### config.mk
export PLATFORM = sky130hd
export DESIGN_NAME = rr_mux_arbiter
export DESIGN_NICKNAME = d
export VERILOG_FILES = /design/src/rtl/rr_mux_arbiter_pkg.sv /design/src/rtl/rr_mux_arbiter_rr_pick.sv /design/src/rtl/rr_mux_arbiter.sv
export SDC_FILE = /design/constraint.sdc
export NUM_CORES = 1
export LEC_CHECK = 0
export CAP_MARGIN = 20
export CORE_MARGIN = 2
export CORE_UTILIZATION = 35
export DETAILED_ROUTE_END_ITERATION = 8
export DONT_BUFFER_PORTS = 1
export PLACE_DENSITY = 0.49
export SLEW_MARGIN = 20
export SYNTH_ARGS = -nofsm -noshare
export SYNTH_HDL_FRONTEND = slang
export SYNTH_SLANG_ARGS = --single-unit
### constraint.sdc
create_clock -name clk -period 16.3 [get_ports clk]
set_input_delay 3.26 -clock clk [delete_from_list [all_inputs] [get_ports clk]]
set_output_delay 3.26 -clock clk [all_outputs]
set_load 0.02 [all_outputs]
### src/rtl/rr_mux_arbiter_pkg.sv
// Shared types and constants for the round-robin mux arbiter.
// Holds the requester count, the select width, the FSM state type and a one-hot helper.
package arb_pkg;

    localparam int NREQ = 32;
    localparam int SW   = $clog2(NREQ);

    typedef enum logic {IDLE, GRANT} arb_state_t;
    typedef logic [SW-1:0] arb_sel_t;

    function automatic logic [NREQ-1:0] onehot(input arb_sel_t s);
        return NREQ'(1) << s;
    endfunction

endpackage

### src/rtl/rr_mux_arbiter_rr_pick.sv
// Combinational rotating priority search: finds the first set request bit at or above start,
// wrapping from the top index back to 0.
import arb_pkg::*;

module rr_pick (
    input  logic [NREQ-1:0] req,
    input  arb_sel_t        start,
    output logic            found,
    output arb_sel_t        idx
);

    always_comb begin
        found = 1'b0;
        idx   = start;
        for (int i = 0; i < NREQ; i++) begin
            if (!found && req[start + SW'(i)]) begin
                found = 1'b1;
                idx   = start + SW'(i);
            end
        end
    end

endmodule

### src/rtl/rr_mux_arbiter.sv
// Round-robin arbiter driving the select and one-hot grant of a shared 32:1 mux (control only).
// Optional stall timeout with forced release is built when ARB_TIMEOUT_EN is defined.
import arb_pkg::*;

module rr_mux_arbiter #(
    parameter int TIMEOUT = 16
) (
    input  logic            clk,
    input  logic            rst,
    input  logic [NREQ-1:0] req_valid,
    input  logic [NREQ-1:0] req_lock,
    output logic [NREQ-1:0] req_ready,
    output arb_sel_t        sel,
    output logic [NREQ-1:0] grant,
    output logic            out_valid,
    input  logic            out_ready,
    output logic            timeout_err
);

    arb_state_t      r_state, w_state_nxt;
    arb_sel_t        r_sel, w_sel_nxt;
    arb_sel_t        r_ptr, w_ptr_nxt;
    logic [NREQ-1:0] r_grant, w_grant_nxt;

    logic [NREQ-1:0] w_pick_req;
    arb_sel_t        w_pick_start;
    arb_sel_t        w_pick_idx;
    logic            w_pick_found;
    logic            w_xfer;
    logic            w_timeout;

    assign out_valid   = (r_state == GRANT) & req_valid[r_sel];
    assign req_ready   = r_grant & {NREQ{out_ready}};
    assign sel         = r_sel;
    assign grant       = r_grant;
    assign w_xfer      = out_valid & out_ready;
    assign timeout_err = w_timeout;

`ifdef ARB_TIMEOUT_EN
    logic [7:0] r_stall_cnt;
    logic       w_stall;

    assign w_stall   = out_valid & ~out_ready;
    assign w_timeout = w_stall & (r_stall_cnt == 8'(TIMEOUT - 1));

    // Any non-stall cycle is a transfer, a release or idle time, so the count restarts.
    always_ff @(posedge clk) begin
        if (rst) begin
            r_stall_cnt <= '0;
        end else if (w_stall && !w_timeout) begin
            r_stall_cnt <= r_stall_cnt + 8'd1;
        end else begin
            r_stall_cnt <= '0;
        end
    end
`else
    assign w_timeout = 1'b0;
`endif

    rr_pick u_pick (
        .req   (w_pick_req),
        .start (w_pick_start),
        .found (w_pick_found),
        .idx   (w_pick_idx)
    );

    always_comb begin
        w_state_nxt  = r_state;
        w_sel_nxt    = r_sel;
        w_ptr_nxt    = r_ptr;
        w_grant_nxt  = r_grant;
        w_pick_req   = req_valid;
        w_pick_start = r_ptr;
        case (r_state)
            IDLE: begin
                if (|req_valid) begin
                    w_state_nxt = GRANT;
                    w_sel_nxt   = w_pick_idx;
                    w_grant_nxt = onehot(w_pick_idx);
                end
            end
            GRANT: begin
                // The current owner is excluded from the search; if nobody else wants the
                // mux it keeps the grant so a lone requester streams at full rate.
                w_pick_req   = req_valid & ~r_grant;
                w_pick_start = r_sel + SW'(1);
                if (!req_valid[r_sel] || w_timeout) begin
                    w_state_nxt = IDLE;
                    w_grant_nxt = '0;
                    w_ptr_nxt   = r_sel + SW'(1);
                end else if (w_xfer) begin
                    w_ptr_nxt = r_sel + SW'(1);
                    if (!req_lock[r_sel] && w_pick_found) begin
                        w_sel_nxt   = w_pick_idx;
                        w_grant_nxt = onehot(w_pick_idx);
                    end
                end
            end
            default: begin
                w_state_nxt = IDLE;
                w_grant_nxt = '0;
            end
        endcase
    end

    always_ff @(posedge clk) begin
        if (rst) begin
            r_state <= IDLE;
            r_sel   <= '0;
            r_ptr   <= '0;
            r_grant <= '0;
        end else begin
            r_state <= w_state_nxt;
            r_sel   <= w_sel_nxt;
            r_ptr   <= w_ptr_nxt;
            r_grant <= w_grant_nxt;
        end
    end

endmodule

# After elaboration in Yosys (flattened, before gate mapping)
# Index checks and enable logic that the tools add are counted.
# word_totals
ff_bits	43
input_bits	67
output_inout_bits	71
# op_classes
addsub	32
order_cmp	33
n_eq_ne	7
n_shift	1
mux	148
bitwise	6
reduce_logical	68
# op_table
op	n
5-bit by 6-bit less-than comparator with 1-bit output (second input constant)	33
5-bit two-way mux	38
1-bit binary-select mux with 5-bit select	34
32-bit two-way mux	5
5-bit adder (second input constant)	16
1-bit two-way mux	68
32-bit AND	2
32-bit one-hot mux with 2 select lines	1
5-bit by 4-bit adder with 5-bit output (second input constant)	8
1-bit logical AND	32
1-bit logical NOT	32
32-bit NOT	1
32-bit OR reduction	1
1-bit by 5-bit left shift with 32-bit output (first input constant)	1
5-bit by 3-bit adder with 5-bit output (second input constant)	4
5-bit by 1-bit adder with 5-bit output (second input constant)	2
5-bit by 2-bit adder with 5-bit output (second input constant)	2
5-bit one-hot mux with 2 select lines	1
2-bit by 1-bit != test with 1-bit output (second input constant)	3
2-bit != test (second input constant)	2
4-bit AND reduction	1
3-bit by 2-bit != test with 1-bit output (second input constant)	1
3-bit != test (second input constant)	1
3-bit AND reduction	1
4 further kinds	5

# Logic depth before layout (Yosys ltp)
# logic_depth
depth_word	104
mapped_depth	26

# By module
# From an unflattened synthesis, not the netlist that was laid out.
# unflattened
hier_cells	1093
hier_area_um2	9374.0
# by_module_without_submodules
module	instances	cells_per_inst	area_each_um2
rr_pick	1	746	6259.8
rr_mux_arbiter	1	347	3114.2

# Worst setup path before layout
# No wires, ideal clock.
# synth_timing
kind	input to output
startpoint	input req_valid[31]
endpoint	output out_valid
t_arrival_ns	4.557
t_required_ns	13.040
path_slack_ns	8.483
path_stages	4
path_buffers	0
path_cell_list	mux4_2 -> mux4_2 -> mux2i_1 -> nor2_1
# synth_between
elab_chain_len	3
# synth_rtl
item	line	text
start: declaration	rr_mux_arbiter.sv:10	input logic [NREQ-1:0] req_valid,
1-bit binary-select mux with 5-bit select	rr_mux_arbiter.sv:32	assign out_valid = (r_state == GRANT) & req_valid[r_sel];
1-bit two-way mux (not written as such)	rr_mux_arbiter.sv:32	
1-bit AND	rr_mux_arbiter.sv:32	
end: declaration	rr_mux_arbiter.sv:15	output logic out_valid,
# Every way passes these cells. The select of a mux whose other input is x is not followed.

# Worst setup path after layout
# layout_timing
startpoint	input req_valid[15]
endpoint	register r_grant[21], in the netlist grant[21]
# layout_between
elab_chain_len	103
# layout_rtl
item	line	text
32-bit AND	rr_mux_arbiter.sv:85	w_pick_req = req_valid & ~r_grant;
32-bit two-way mux	rr_mux_arbiter.sv:74	case (r_state)
1-bit binary-select mux with 5-bit select	rr_mux_arbiter_rr_pick.sv:16	if (!found && req[start + SW'(i)]) begin
1-bit two-way mux (not written as such)	rr_mux_arbiter_rr_pick.sv:16	
1-bit two-way mux	rr_mux_arbiter_rr_pick.sv:16	
1-bit logical NOT	rr_mux_arbiter_rr_pick.sv:16	
1-bit logical AND	rr_mux_arbiter_rr_pick.sv:16	
1-bit two-way mux	rr_mux_arbiter_rr_pick.sv:16	
[... 87 more ...]	-	
1-bit logical NOT	rr_mux_arbiter_rr_pick.sv:16	
1-bit logical AND	rr_mux_arbiter_rr_pick.sv:16	
5-bit two-way mux	rr_mux_arbiter_rr_pick.sv:16	
1-bit by 5-bit left shift with 32-bit output	rr_mux_arbiter_pkg.sv:12	return NREQ'(1) << s;
32-bit two-way mux	rr_mux_arbiter.sv:93	if (!req_lock[r_sel] && w_pick_found) begin
32-bit two-way mux	rr_mux_arbiter.sv:91	end else if (w_xfer) begin
32-bit two-way mux	rr_mux_arbiter.sv:87	if (!req_valid[r_sel] || w_timeout) begin
32-bit one-hot mux with 2 select lines	rr_mux_arbiter.sv:74	
end signal: assignment	rr_mux_arbiter.sv:116	r_grant <= w_grant_nxt;
end: declaration	rr_mux_arbiter.sv:23	logic [NREQ-1:0] r_grant, w_grant_nxt;
# Several ways; a longest one is shown, not always the timed one. The select of a mux whose other input is x is not followed.
# A chain may end at the register's enable or synchronous reset.

==> metrics.csv <==
metric;value;unit
die-area;27100;µm²
root_buffer;clkbuf_16;
numClockSinks;43;
ctsHoldBuffers;0;
seq_area;863;µm²
rsz0062_at_grt;no;
antennaDiodeCount;0;
drive_above_1_share;0.208;
ioPinCount;138;
cts_tree;done;
layout_min_cycle_time;8.38;ns
post_drt_wl_per_cell;28.4;µm
pre_cts_ws;7.54;ns
setup_viol;0;
synth_seq_cells;43;
cts_resized;0;
area_growth;4.97;%
synth_area;9040;µm²
dr.pass1.iters;6;
crit_path_cell_trace;a21boi_0 -> mux2i_1 -> mux2i_1 -> o21ai_0 -> a211oi_1 -> a211oi_2 -> and2_1 -> and3_1 -> buf_4 -> nand4_1 -> nor2_1 -> o21ai_0 -> a21boi_0 -> clkbuf_2 -> nor3b_2 -> nand3_1 -> o31ai_1;
grt_first_pass_wirelength;58.0;mm
num_vias;9471;
fillCellCount;2622;
cts_buffer_depth;2;
multi_input_area;7730;µm²
avgSynthCellArea;8.47;µm²
dieHeight;165;µm
synth_ff_type;dfxtp_1;
port_buffers;0;
critPathLaunchType;input port;
dp_hpwl;29.9;mm
ant_nets;0;
crit_family;compound AO/OA/AOI/OAI gates;
max_stage_delay;0.64;ns
hp-class;reg -> reg;
hold_slack;0.487;ns
grt_pass1_vias;8793;
worst_slew_pin_slew;1.09;ns
path_clk_slew;0.06;ns
ys_async_sr_fraction;0;
cts_setup_buffers;0;
worstPathRequired;16.51;ns
clock_latency;0.29;ns
crit_buf_inv;2;
setup_slack;7.92;ns
reg2reg_slack;8.24;ns
h-tree-depth;2;
synth_fp_nets;1147;
hold_violations;0;
post-route-period-util;0.514;
slowest_stage;mux2i_1;
synth_edf_count;0;
maxSlewHeadroom;0.275;
slew_violations;0;
drtIter0Drc;1219;
ys_types;102;
maxCapViolations;0;
grt-ovfl-total;0;
final.setup_skew;0.00648;ns
fmax;119;MHz
num_rows;58;
drc;0;
fp.coreArea;25300;µm²
postSynthCellCount;1067;
antenna_found_initial;0;
endpoint_kind;flip-flop;
crit_arrival;8.59;ns
grt_max_degree;58;
vias_per_cell;6.93;
finalNetCount;1115;
fin_util;0.376;
status;finished, final reports clean;
start_util;0.358;
criticalPathCategory;in -> reg;
grt_use_total;0.285;
die_x;165;µm
routabilityCongestion;1.01;
yosysWarningCount;0;
cts_buffers;5;
setup_tns;0;ns
worstPathMaxFanout;24;
drt-total-wl;38.8;mm
ys_seq_area_frac;0.0953;
==> synth_stat cells (all sizes together), types with 8 or more instances <==
cell type	number	area (µm²)
nand2	108	413
mux2i	100	1040
nor2	66	253
mux4	60	1350
o21ai	58	290
mux2	48	544
a21oi	44	246
buf	44	290
and2	43	269
dfxtp	43	861
a21boi	41	312
nand3	31	160
xnor2	31	332
nor3	28	170
o31ai	28	270
inv	24	97.6
clkbuf	22	82.6
o22ai	18	133
nand4	17	106
nor4	15	109
a31oi	14	87.6
a211oi	13	103
ha	13	163
nor2b	12	75.1
o211ai	12	95.1
and3	11	70.1
a32oi	10	87.6
o2111ai	10	87.6
nand2b	8	60.1
or3	8	60.1
==> final timing paths <==
check,start,to,depth (start not counted)
setup / recovery,req_valid[15],grant[21],17
hold / removal,r_ptr[0],r_ptr[0],2
setup reg to reg,sel[1],grant[12],21
hold reg to reg,r_ptr[0],r_ptr[0],2
==> logic make-up after synthesis <==
family,after synthesis,share of synthesized area
other,1,0.000415
DFF,43,0.0953
adders and majority gates,13,0.0180
muxes,208,0.325
and+or+nand+nor,373,0.217
xor gates and xnor gates,33,0.0407
buffers and inverters,90,0.0521
AOI/OAI and AO/OA,306,0.252
==> cells in the final DEF (no fill, tap or decap), types with 17 or more instances in the layout <==
| cell | instances |
|---|---|
| nand4_1 | 17 |
| a21oi_1 | 41 |
| mux4_2 | 60 |
| nor2_1 | 64 |
| mux2i_1 | 95 |
| mux2_2 | 47 |
| nand2_1 | 107 |
| buf_4 | 25 |
| nor3_1 | 22 |
| inv_1 | 18 |
| xnor2_1 | 25 |
| dfxtp_1 | 41 |
| and2_1 | 43 |
| o21ai_0 | 52 |
| a21boi_0 | 39 |
| nand3_1 | 30 |
==> tightest hold or removal path: cells and delay by family (launching register included) <==
family	cells	cell delay, ns
AOI/OAI and AO/OA	1	0.05
DFF	1	0.33
and+or+nand+nor	1	0.06
==> sequential cells by signal, summed over array words and instances (netlist names) <==
name,flops
r_ptr,5
grant,32
r_state,1
sel,5
==> final cells by class <==
type                       instances  area share
clock buffer                       7      0.0161
tap                              330      0.0435
multi-input combinational        934       0.815
timing repair buffer              27      0.0232
inverter                          24      0.0103
sequential                        43      0.0910
clock inverter                     1    0.000791
==> layer usage <==
| metal | routed length [µm] | vias to the layer above | GRT usage | part of all wire |
|---|---|---|---|---|
| met4 | 1520 | 0 | 0.0992 | 0.039 |
| li1 | - | 4127 | - | - |
| met2 | 17600 | 595 | 0.457 | 0.45 |
| met3 | 3580 | 93 | 0.0387 | 0.092 |
| met1 | 16000 | 4656 | 0.393 | 0.41 |
| met5 | 0 | - | 0 | 0 |
==> stage by stage <==
stage / cells / cell area, µm²
2_1_floorplan: 1067 / 9040
3_3_place_gp: 1356 / 9290
3_5_place_dp: 1356 / 9290
4_1_cts: 1364 / 9450
5_1_grt: 1366 / 9490
6_report: 1366 / 9490
Power is not shown: default switching activity piles up to over one toggle a cycle in this logic, so the estimate is an artifact.
